[config.mk]
export PLATFORM = sky130hd
export DESIGN_NAME = debayer_capture_controller
export DESIGN_NICKNAME = d
export VERILOG_FILES = /design/src/rtl/debayer_capture_controller.sv
export SDC_FILE = /design/constraint.sdc
export NUM_CORES = 1
export LEC_CHECK = 0
export BUFFER_PORTS_ARGS = -buffer_cell sky130_fd_sc_hd__buf_4
export CORE_MARGIN = 10
export CORE_UTILIZATION = 35
export CTS_CLUSTER_SIZE = 40
export DETAILED_ROUTE_END_ITERATION = 10
export GPL_TIMING_DRIVEN = 0
export PLACE_DENSITY = 0.57
export SETUP_SLACK_MARGIN = 0.02
export SYNTH_ARGS = -nofsm -noshare
export SYNTH_HDL_FRONTEND = slang
export SYNTH_SLANG_ARGS = --single-unit
[constraint.sdc]
create_clock -name pixel_clock_in -period 2.28 [get_ports pixel_clock_in]
set_clock_uncertainty 0.15 [all_clocks]
set_input_delay 0.684 -clock pixel_clock_in [delete_from_list [all_inputs] [get_ports pixel_clock_in]]
set_output_delay 0.684 -clock pixel_clock_in [all_outputs]
set_load 0.03 [all_outputs]
[src/rtl/debayer_capture_controller.sv]
// ============================================================================
// debayer_capture_controller: passes exactly one sensor frame to the debayer
// per capture request and measures its size. Rev 1.0
// ============================================================================
`default_nettype none

module debayer_capture_controller #(
  parameter int PIXEL_WIDTH   = 10,
  parameter int COUNTER_WIDTH = 11
) (
  input  logic                     pixel_clock_in,
  input  logic                     reset_n_in,
  input  logic                     capture_start_in,
  input  logic                     abort_in,
  input  logic [COUNTER_WIDTH-1:0] expected_width_in,
  input  logic [COUNTER_WIDTH-1:0] expected_height_in,
  input  logic [PIXEL_WIDTH-1:0]   pixel_data_in,
  input  logic                     line_valid_in,
  input  logic                     frame_valid_in,
  output logic [PIXEL_WIDTH-1:0]   pixel_data_out,
  output logic                     line_valid_out,
  output logic                     frame_valid_out,
  output logic                     busy_out,
  output logic                     capture_done_out,
  output logic                     size_error_out,
  output logic [COUNTER_WIDTH-1:0] measured_width_out,
  output logic [COUNTER_WIDTH-1:0] measured_height_out
);

  localparam logic [COUNTER_WIDTH-1:0] C_CNT_MAX = '1;
  localparam logic [COUNTER_WIDTH-1:0] C_CNT_ONE = {{(COUNTER_WIDTH-1){1'b0}}, 1'b1};

  typedef enum logic [1:0] {
    ST_IDLE   = 2'd0,
    ST_ARMED  = 2'd1,
    ST_ACTIVE = 2'd2,
    ST_DONE   = 2'd3
  } state_t;

  state_t r_state;
  state_t w_next_state;

  logic w_arm;
  logic w_capture;
  logic w_kill;
  logic w_finish;

  logic r_fv_d;
  logic r_lv_d;
  logic r_fv_out;
  logic r_lv_out;
  logic [PIXEL_WIDTH-1:0] r_pix_out;
  logic r_busy;
  logic r_done;
  logic r_err;

  logic [COUNTER_WIDTH-1:0] r_exp_w;
  logic [COUNTER_WIDTH-1:0] r_exp_h;
  logic [COUNTER_WIDTH-1:0] r_x_cnt;
  logic [COUNTER_WIDTH-1:0] r_line_cnt;
  logic [COUNTER_WIDTH-1:0] r_meas_w;

  logic                     w_lv_eff;
  logic                     w_fv_rise;
  logic                     w_fv_fall;
  logic                     w_line_end;
  logic [COUNTER_WIDTH-1:0] w_x_inc;
  logic [COUNTER_WIDTH-1:0] w_line_inc;
  logic [COUNTER_WIDTH-1:0] w_lines_now;
  logic                     w_width_bad;
  logic                     w_height_bad;

  // Line valid only counts inside the frame; stray pulses are dropped.
  assign w_lv_eff     = line_valid_in & frame_valid_in;
  assign w_fv_rise    = frame_valid_in & ~r_fv_d;
  assign w_fv_fall    = ~frame_valid_in & r_fv_d;
  assign w_line_end   = w_capture & r_lv_d & ~w_lv_eff;
  assign w_x_inc      = (r_x_cnt == C_CNT_MAX) ? r_x_cnt : r_x_cnt + C_CNT_ONE;
  assign w_line_inc   = (r_line_cnt == C_CNT_MAX) ? r_line_cnt : r_line_cnt + C_CNT_ONE;
  assign w_lines_now  = w_line_end ? w_line_inc : r_line_cnt;
  assign w_width_bad  = (r_x_cnt != r_exp_w) || (r_x_cnt == C_CNT_MAX);
  assign w_height_bad = (w_lines_now != r_exp_h) || (w_lines_now == C_CNT_MAX);

  always_ff @(posedge pixel_clock_in or negedge reset_n_in) begin
    if (!reset_n_in) begin
      r_state <= ST_IDLE;
    end else begin
      r_state <= w_next_state;
    end
  end

  always_comb begin
    w_next_state = r_state;
    w_arm        = 1'b0;
    w_capture    = 1'b0;
    w_kill       = 1'b0;
    w_finish     = 1'b0;
    case (r_state)
      ST_IDLE: begin
        if (capture_start_in && !abort_in) begin
          w_next_state = ST_ARMED;
          w_arm        = 1'b1;
        end
      end
      ST_ARMED: begin
        if (abort_in) begin
          w_next_state = ST_IDLE;
        end else if (w_fv_rise) begin
          w_next_state = ST_ACTIVE;
          w_capture    = 1'b1;
        end
      end
      ST_ACTIVE: begin
        if (abort_in) begin
          w_next_state = ST_IDLE;
          w_kill       = 1'b1;
        end else begin
          w_capture = 1'b1;
          if (w_fv_fall) begin
            w_next_state = ST_DONE;
            w_finish     = 1'b1;
          end
        end
      end
      default: begin
        w_next_state = ST_IDLE;
      end
    endcase
  end

  always_ff @(posedge pixel_clock_in or negedge reset_n_in) begin
    if (!reset_n_in) begin
      r_fv_d    <= 1'b0;
      r_lv_d    <= 1'b0;
      r_fv_out  <= 1'b0;
      r_lv_out  <= 1'b0;
      r_pix_out <= '0;
      r_busy    <= 1'b0;
      r_done    <= 1'b0;
    end else begin
      r_fv_d    <= frame_valid_in;
      r_lv_d    <= w_capture & w_lv_eff;
      r_fv_out  <= w_capture & frame_valid_in;
      r_lv_out  <= w_capture & w_lv_eff;
      r_pix_out <= w_capture ? pixel_data_in : '0;
      r_busy    <= (w_next_state == ST_ARMED) || (w_next_state == ST_ACTIVE);
      r_done    <= w_finish;
    end
  end

  always_ff @(posedge pixel_clock_in or negedge reset_n_in) begin
    if (!reset_n_in) begin
      r_exp_w    <= '0;
      r_exp_h    <= '0;
      r_x_cnt    <= '0;
      r_line_cnt <= '0;
      r_meas_w   <= '0;
      r_err      <= 1'b0;
    end else if (w_arm) begin
      r_exp_w    <= expected_width_in;
      r_exp_h    <= expected_height_in;
      r_x_cnt    <= '0;
      r_line_cnt <= '0;
      r_meas_w   <= '0;
      r_err      <= 1'b0;
    end else if (w_kill) begin
      r_err <= 1'b1;
    end else if (w_capture) begin
      if (w_lv_eff) begin
        r_x_cnt <= w_x_inc;
      end else if (w_line_end) begin
        r_x_cnt <= '0;
      end
      if (w_line_end) begin
        r_line_cnt <= w_line_inc;
        if (r_line_cnt == '0) begin
          r_meas_w <= r_x_cnt;
        end
      end
      if ((w_line_end && w_width_bad) || (w_finish && w_height_bad)) begin
        r_err <= 1'b1;
      end
    end
  end

  assign pixel_data_out      = r_pix_out;
  assign line_valid_out      = r_lv_out;
  assign frame_valid_out     = r_fv_out;
  assign busy_out            = r_busy;
  assign capture_done_out    = r_done;
  assign size_error_out      = r_err;
  assign measured_width_out  = r_meas_w;
  assign measured_height_out = r_line_cnt;

endmodule

`default_nettype wire

==> flow_summary.ini <==
[status]
status = finished with violations
violations = negative setup slack

[logic_synthesis]
yosysUniqueCellTypes = 57
synthTopCellsByArea = dfrtp_1, nand2_1, xnor2_1
yosysTopAreaCell = dfrtp_1
synth_top_area_share_pct = 48.3
synth-main-ff-cell = dfrtp_1
synthArstFlopShare_pct = 100
yosysMostFrequentCell = nand2_1
yosysWarnings = 0
syn-num-nets = 448
synth_cells = 403
avgSynthCellArea_sq_um = 9.38
seq_area_frac_synth_pct = 48.3
synth_edf_count = 0
synth-seq-cells = 73
syn_area_sq_um = 3780
synthTopCellsByCount = nand2_1, dfrtp_1, nor2_1, o21ai_0, xnor2_1

[clock_tree]
cts.hold.buffers_added = 0
cts_root_buf = clkbuf_8
clk_pin_slew_worst_paths_ns = 0.09
cts_buffers = 9
cts_tree = done
htree_levels = 3
clock_latency_ns = 0.36
clockBufferDepth = 2
clock-sinks = 73

[worst_hold_path]
hold_class = in2async

[power_and_ir_drop]
seqPwrFrac_pct = 43.2
swShare_pct = 36.8
pwr-share-clk_pct = 22.3
p_int_mw = 2.68
p_total_mw = 4.24
p_leak_nw = 2.46
ir_drop_uv = 386
power.density_nw_per_um2 = 790
switchingPower_mw = 1.56
p_comb_share_pct = 34.5

[grt]
overflow = 0
grt_max_degree = 74
antenna_found_initial = 0
grt_use_total_pct = 13.8
grt_pass1_wl_microns = 16600
grt_pass1_vias = 3234

[placed_design]
io_buffers = 73
gp_congestion = 0.881
dp_hpwl_microns = 7450

[timing]
timing.fmax_mhz = 382
setup_viol = 22
worst_pin_slew_ns = 0.919
hold_viol = 0
period_minus_slack_ns = 2.62
slew_headroom_pct = 38.7
tns_ns = -2.98
drv_slew = 0
period_share_pct = 115
fin_ws_ns = -0.337
rsz0062_at_grt = yes

[run]
drv_cap = 0

[setup_path]
cp.arrival_ns = 2.71
worstPathMaxFanout = 4
cp-start-kind = flop
r2r_start = r_state[1]$_DFF_PN0_
cp.required_ns = 2.37
worstSetupEndpointType = flop
cp-startpoint = r_state[1]$_DFF_PN0_
critPathKind = reg2reg

[final_layout]
fillCellCount = 965
seq_area_sq_um = 1840
multi_input_area_sq_um = 2120
layout.nets = 566
area_growth_pct = 41.8
diodes = 0
final_layout_size_suffix_gt1_share_pct = 38.8

[floorplan]
pin_count = 75
start_util_pct = 36.3
fp.coreArea_sq_um = 10400
die_h_microns = 124
row_count = 37
die_area_sq_um = 15400
die_x_microns = 124

[routing]
drc = 0
avgViaCountPerCell = 4.95
drt-total-wl_microns = 10700
wire_per_inst_microns = 16.2
first_pass_iters = 4
ant_nets = 0
drtIter0Drc = 160
vias = 3274
==> placed cells by master, fill, tap and decap left out, types with 3 or more instances in the layout <==
master,instances
clkbuf_8,10
nand4_1,7
nor4_1,5
ha_4,3
nand2_1,81
buf_4,98
nand3_2,8
xor2_1,7
o21ai_0,11
inv_1,17
clkinvlp_4,3
xnor2_1,21
nand2b_1,3
buf_2,4
a31oi_1,6
dfrtp_2,9
and2_1,12
o21ai_2,3
inv_2,3
buf_6,10
nor2_1,26
clkbuf_2,4
o21ai_1,8
clkbuf_1,7
nor3_4,4
dfrtp_1,64
a21oi_1,6
nand3_1,10
o2111ai_1,3
nor2_2,4
or3_1,3
==> registers in the layout (all words and copies together), names as in the netlist, 2 cells and up <==
| signal | count |
|---|---|
| r_exp_w | 11 |
| r_x_cnt | 11 |
| measured_width_out | 11 |
| r_state | 2 |
| pixel_data_out | 10 |
| r_exp_h | 11 |
| measured_height_out | 11 |
==> stage by stage <==
| step | setup WS, ns | instances | util (%) | area, sq um | hold slack [ns] |
|---|---|---|---|---|---|
| 2_1_floorplan | -0.187 | 403 | - | 3830 | 0.238 |
| 3_3_place_gp | -0.654 | 612 | 43.7 | 4550 | 0.337 |
| 3_5_place_dp | -0.577 | 612 | 43.7 | 4550 | 0.341 |
| 4_1_cts | -0.250 | 646 | 48.4 | 5040 | 0.342 |
| 5_1_grt | -0.448 | 662 | 51.4 | 5360 | 0.350 |
| 6_report | -0.337 | 662 | 51.4 | 5360 | 0.301 |
==> worst paths after layout <==
kind                                                         to  slack, ns  depth (start not counted)
setup / recovery                     size_error_out$_DFFE_PN0P_      -0.34                          9
hold / removal                measured_width_out[5]$_DFFE_PN0P_       0.30                          1
setup reg to reg                     size_error_out$_DFFE_PN0P_      -0.34                          9
hold reg to reg                          r_exp_w[5]$_DFFE_PN0P_       0.35                          2
max in group asynchronous    measured_height_out[0]$_DFFE_PN0P_       1.01                          1
min in group pixel_clock_in              r_exp_w[5]$_DFFE_PN0P_       0.35                          2
==> final cells by class <==
type,count,area share [%]
Timing Repair Buffer,107,15.6
Multi-Input combinational cell,292,39.6
Inverter,20,1.40
Sequential cell,73,34.3
Clock buffer,11,2.64
Clock inverter,5,0.747
Tap cell,136,3.18
Buffer,18,2.47
==> routing by layer <==
layer,routed length (microns),up-vias,global-route usage (%)
met4,190,0,6.47
met5,0,-,0
met2,4840,110,20.3
li1,-,1615,-
met3,1000,15,4.16
met1,4690,1534,18.3
==> logic make-up after synthesis <==
family          Yosys count  share of synthesized area, %
simple gates            186                          24.8
flops                    73                          48.3
compound gates           61                          10.9
buf+inv                  38                          4.17
xor+xnor                 31                          7.55
mux                       7                          1.95
fa+ha+maj                 7                          2.32
==> power groups by stage <==
stage | clock network, mW | logic, mW | registers, mW
global route | 1.02 | 1.62 | 1.87
global placement | 0 | 1.13 | 1.83
finish | 0.946 | 1.46 | 1.83
detailed placement | 0 | 1.16 | 1.85
CTS | 0.975 | 1.33 | 1.82
floorplan | 0 | 0.737 | 1.86
==> critical path, cell delays in order (launching register included) <==
cell and delay [ns]:
dfrtp_1 0.43, inv_2 0.13, ha_4 0.17, nand3b_4 0.12, a2111oi_2 0.51, mux2i_2 0.36, xor2_1 0.19, o2111ai_1 0.12
a31oi_1 0.20, a31oi_1 0.11
==> timing repair <==
item,in CTS,in global routing
pin swaps,13,18
setup endpoints to repair,39,26
hold endpoints to repair,0,0
buffers inserted,18,14
gates resized for setup,36,63
cloned,0,2
No activity file was read; power rests on OpenSTA's default activity.
